--- src/rtl/ram_fifo_ctrl.sv ---
// Byte FIFO controller wrapped around a 16x8 single-port RAM with registered read.
// One RAM operation per cycle; reads and writes alternate when both are possible.
module ram_fifo_ctrl (
  input  logic       clk,
  input  logic       reset,
  input  logic       in_valid,
  output logic       in_ready,
  input  logic [7:0] in_data,
  output logic       out_valid,
  input  logic       out_ready,
  output logic [7:0] out_data,
  output logic       mem_we,
  output logic       mem_re,
  output logic [3:0] mem_addr,
  output logic [7:0] mem_din,
  input  logic [7:0] mem_dout,
  output logic [4:0] count,
  output logic       full,
  output logic       empty
);

  localparam logic [0:0] StIdle   = 1'b0;
  localparam logic [0:0] StRdWait = 1'b1;

  localparam logic OpRead  = 1'b0;
  localparam logic OpWrite = 1'b1;

  logic [0:0] state_q, state_d;
  logic [3:0] wptr_q, wptr_d;
  logic [3:0] rptr_q, rptr_d;
  logic [4:0] count_q, count_d;
  logic       last_op_q, last_op_d;
  logic [7:0] out_data_q, out_data_d;
  logic       out_valid_q, out_valid_d;

  logic wr_ok, rd_ok, wr_xfer, rd_start;

  assign wr_ok = (state_q == StIdle) && (count_q < 5'd16);
  assign rd_ok = (state_q == StIdle) && (count_q != 5'd0) && !out_valid_q;

  // A pending read blocks the producer only if the previous op was a write.
  assign in_ready = !reset && wr_ok && !(rd_ok && (last_op_q == OpWrite));
  assign wr_xfer  = in_valid && in_ready;
  assign rd_start = !reset && rd_ok && !wr_xfer;

  assign mem_we   = wr_xfer;
  assign mem_re   = rd_start;
  assign mem_addr = wr_xfer ? wptr_q : rptr_q;
  assign mem_din  = wr_xfer ? in_data : 8'h00;

  assign out_valid = out_valid_q;
  assign out_data  = out_data_q;
  assign count     = count_q;
  assign full      = (count_q == 5'd16);
  assign empty     = (count_q == 5'd0);

  always_comb begin
    state_d     = state_q;
    wptr_d      = wptr_q;
    rptr_d      = rptr_q;
    count_d     = count_q;
    last_op_d   = last_op_q;
    out_data_d  = out_data_q;
    out_valid_d = out_valid_q;

    if (out_valid_q && out_ready) begin
      out_valid_d = 1'b0;
    end

    if (state_q == StRdWait) begin
      out_data_d  = mem_dout;
      out_valid_d = 1'b1;
      state_d     = StIdle;
    end else if (wr_xfer) begin
      wptr_d    = wptr_q + 4'd1;
      count_d   = count_q + 5'd1;
      last_op_d = OpWrite;
    end else if (rd_start) begin
      rptr_d    = rptr_q + 4'd1;
      count_d   = count_q - 5'd1;
      last_op_d = OpRead;
      state_d   = StRdWait;
    end
  end

  always_ff @(posedge clk) begin
    if (reset) begin
      state_q     <= StIdle;
      wptr_q      <= 4'd0;
      rptr_q      <= 4'd0;
      count_q     <= 5'd0;
      last_op_q   <= OpRead;
      out_data_q  <= 8'h00;
      out_valid_q <= 1'b0;
    end else begin
      state_q     <= state_d;
      wptr_q      <= wptr_d;
      rptr_q      <= rptr_d;
      count_q     <= count_d;
      last_op_q   <= last_op_d;
      out_data_q  <= out_data_d;
      out_valid_q <= out_valid_d;
    end
  end

endmodule

--- config.mk ---
export PLATFORM = sky130hd
export DESIGN_NAME = ram_fifo_ctrl
export DESIGN_NICKNAME = d
export VERILOG_FILES = /design/src/rtl/ram_fifo_ctrl.sv
export SDC_FILE = /design/constraint.sdc
export NUM_CORES = 1
export LEC_CHECK = 0
export BUFFER_PORTS_ARGS = -buffer_cell sky130_fd_sc_hd__clkbuf_2
export CAP_MARGIN = 20
export CORE_UTILIZATION = 45
export DETAILED_ROUTE_END_ITERATION = 10
export HOLD_SLACK_MARGIN = 0.12
export PLACE_DENSITY_LB_ADDON = 0.2
export SETUP_SLACK_MARGIN = 0.5
export SYNTH_ARGS = -nofsm -noshare
export SYNTH_HDL_FRONTEND = slang
export SYNTH_SLANG_ARGS = --single-unit
--- constraint.sdc ---
create_clock -name clk -period 4 [get_ports clk]
set_clock_uncertainty 0.1 [all_clocks]
set_input_delay 0.8 -clock clk [delete_from_list [all_inputs] [get_ports clk]]
set_output_delay 0.8 -clock clk [all_outputs]
set_load 0.03 [all_outputs]
==> results.cfg <==
[status]
outcome = complete, no violations

[power_and_ir_drop]
cell_internal_pwr_w = 0.000612
swShare_pct = 46.6
p_leak_nw = 0.767
power-per-cell-area_nw_per_um2 = 719
clockPowerShare_pct = 15.0
power_w = 0.00114
peakVddDrop_mv = 0.444
power_frac_seq_pct = 33.4
switchingPower_w = 0.000533
p_comb_share_pct = 51.6

[logic_synthesis]
post_synth_fa_ha_maj_area_fraction_pct = 6.47
synthesis.instances = 142
synth_compound_gate_area_share_pct = 14.3
post_synthesis_net_count = 168
synth_ff_type = sky130_fd_sc_hd__dfxtp_1
asyncSetResetFlopFracSynth_pct = 0
synthXorXnorAreaFrac_pct = 3.43
ys_seq_area_share_pct = 37.6
syn-cell-area_um2 = 1280
netlist-cell-type-count = 38
synthSimpleGateAreaFrac_pct = 20.9
yosysWarnings = 0
synth_largest_area_cell = sky130_fd_sc_hd__dfxtp_1
syn_area_per_cell_um2 = 8.99
yosysTopAreaCellShare_pct = 37.6
yosys-mux-area-fraction_pct = 11.4
synth_top_family_by_area = simple AND/OR/NAND/NOR gates
ys_ff_latch = 24
netlist_top_cells_area = sky130_fd_sc_hd__dfxtp_1 38%, sky130_fd_sc_hd__mux2i_1 7.8%, sky130_fd_sc_hd__nor2_1 5.6%
synth_edf_count = 0

[sta]
slew_headroom_pct = 47.4
tightestPinTransition_ns = 0.779
slew_viol_final = 0
min_cycle_time_layout_ns = 3.36
setup_tns_ns = 0
report.final.setup_viol = 0
grt_setup_unrepaired = false
final.setup.worst_slack_ns = 0.640
hold_viol = 0
final.period_utilization_pct = 84.0
max_clock_freq_mhz = 298

[placement]
rd_place_congestion = 0.917
post-place-ws_ns = 0.516
detailedPlacementHpwl_mm = 2.33
placement.io_buffers = 50

[min_path]
timing.hold.worst_path_depth = 1
holdCritStartpoint = rptr_q[3]$_SDFFE_PP0P_
hold_path.class = reg2reg

[setup_path]
worstSetupStartpointType = primary input
worst-r2r-cell-count = 8
timing.critical_path.cells = clkbuf_2 > or4b_4 > a31oi_4 > buf_4 > mux2_2 > clkbuf_2
timing.critical_path.to_type = output pin
cp-startpoint = reset
critical_path_peak_fanout = 11
worst_reg2reg_startpoint = count[0]$_SDFFE_PP0P_
critical_path_top_delay_cell = sky130_fd_sc_hd__or4b_4
crit_path_max_incr_delay_ns = 0.53
criticalPathCategory = in2out
crit_top_cell = sky130_fd_sc_hd__clkbuf_2
cp.arrival_ns = 2.46
required_ns = 3.10

[clocking]
cts_buffer_depth = 2
clock_tree_from_tritoncts = yes
cts_inserted_buffers = 3
clk_latency_ns = 0.31
ctsHtreeMaxLevel = 1
clkTransAtPathRegs_ns = 0.12
tritoncts_num_sinks = 24
post_cts_hold_buffer_count = 0
cts_setup_buffers = 0
ctsRootBufferMaster = sky130_fd_sc_hd__clkbuf_4

[die]
rows = 18
num_io_pins = 51
die_w_um = 55.3
design.die.area_um2 = 3050
initial_utilization_pct = 49.7
die_height_um = 55.3
area_of_the_core_um2 = 2570

[grt]
first_global_vias = 1159
grt_start_max_net_pins = 26
grt_first_pass_wirelength_mm = 5.24
antenna_found_initial = 0
grt_overflow_total = 0
globalRouteTotalUtil_pct = 20.7

[cells_and_area]
design.final.nets = 217
filler_cell_count = 232
leading_cell_types_in_the_layout_fill_and_taps_excluded = 50 x sky130_fd_sc_hd__clkbuf_2, 23 x sky130_fd_sc_hd__dfxtp_1, 19 x sky130_fd_sc_hd__nor2_1
layout_stage_area_growth_over_the_synthesis_result_pct = 24.7
antenna-diode-count = 0
fraction_of_layout_instances_using_a_drive_strength_above_1_pct = 34.7
ff_latch_area_um2 = 482
commonest_non_fill_non_tap_cell_in_the_layout = sky130_fd_sc_hd__clkbuf_2
multi_input_comb_area_um2 = 724

[drt]
route.detailed.vias_per_inst = 5.49
drt-pass1-iter-count = 4
highest_layer_used_for_signal_routing = met4
ant_nets = 0
drtIter0Drc = 25
met2_wirelength_mm = 1.52
routed-via-count = 1208
wl_met3_um = 143
wire_length_per_cell_after_detailed_routing_um = 13.2
drcViolationCount = 0
postRouteWirelength_mm = 2.90
met1_length_mm = 1.23

[run]
drv.max_cap_violation_count = 0
routing by layer:
layer	GRT usage [%]	up-vias
met4	5.71	0
met3	3.98	2
met2	36.5	37
met1	25.6	569
li1	-	600
met5	0	-
cells in the mapped netlist (4+ instances only):
cell / count
sky130_fd_sc_hd__nand2_1: 4
sky130_fd_sc_hd__dfxtp_1: 24
sky130_fd_sc_hd__mux2i_1: 10
sky130_fd_sc_hd__and2_1: 8
sky130_fd_sc_hd__xor2_1: 4
sky130_fd_sc_hd__nand3_1: 5
sky130_fd_sc_hd__nor2_1: 19
sky130_fd_sc_hd__o21ai_0: 5
sky130_fd_sc_hd__inv_1: 6
sky130_fd_sc_hd__a21oi_1: 8
sky130_fd_sc_hd__mux2_2: 4
sky130_fd_sc_hd__ha_1: 5
sky130_fd_sc_hd__nor3_1: 4
metrics by stage:
stage,utilization (%),cell area (um^2),instances,hold WS (ns)
after CTS,61.9,1590,220,0.400
after floorplan,-,1280,142,0.330
after global placement,59.7,1530,216,0.361
final,62.0,1590,220,0.396
after detailed placement,59.7,1530,216,0.376
after global routing,62.0,1590,220,0.433
cell type report:
type,instances,share of cell area (%)
inverter,6,1.42
timing repair buffer,53,17.1
clock buffer,3,1.42
clock inverter,1,1.89
sequential,24,30.3
multi-input combinational,103,45.5
tap,30,2.36
timing repair:
action | 4_1_cts | 5_1_grt
pin swaps | 0 | 1
gates resized for setup | 1 | 1
gates cloned | 0 | 0
endpoints found under the setup margin | 4 | 4
power by group through the flow:
stage	clock [W]	sequential, W	combinational (W)
after floorplan	0	0.000425	0.000409
after global placement	0	0.000382	0.000574
after detailed placement	0	0.000387	0.000589
after CTS	0.000175	0.000381	0.000594
after global routing	0.000186	0.000397	0.000654
final	0.000171	0.000383	0.000591
path summary, 6_finish.rpt:
check                                              end  slack, ns
worst max-delay path                       mem_addr[0]       0.64
worst min-delay path            rptr_q[3]$_SDFFE_PP0P_       0.40
worst max register to register   count[4]$_SDFFE_PP0P_       0.98
worst min register to register  rptr_q[3]$_SDFFE_PP0P_       0.40
logic make-up after synthesis:
logic type,Yosys count
simple gates,51
compound gates,27
flops,24
buf+inv,15
mux,14
fa+ha+maj,6
xor+xnor,5
critical path: cells and delay by family:
family	cells	cell delay [ns]
buffers and inverters	3	0.49
AND/OR/NAND/NOR	1	0.53
multiplexers	1	0.34
AO/OA/AOI/OAI	1	0.30
state kept, by name (all words and copies together) (netlist names):
register / cells
count: 5
last_op_q: 1
out_data: 8
out_valid: 1
rptr_q: 4
state_q: 1
wptr_q: 4
Note: power is estimated with default switching activity, not from simulation.
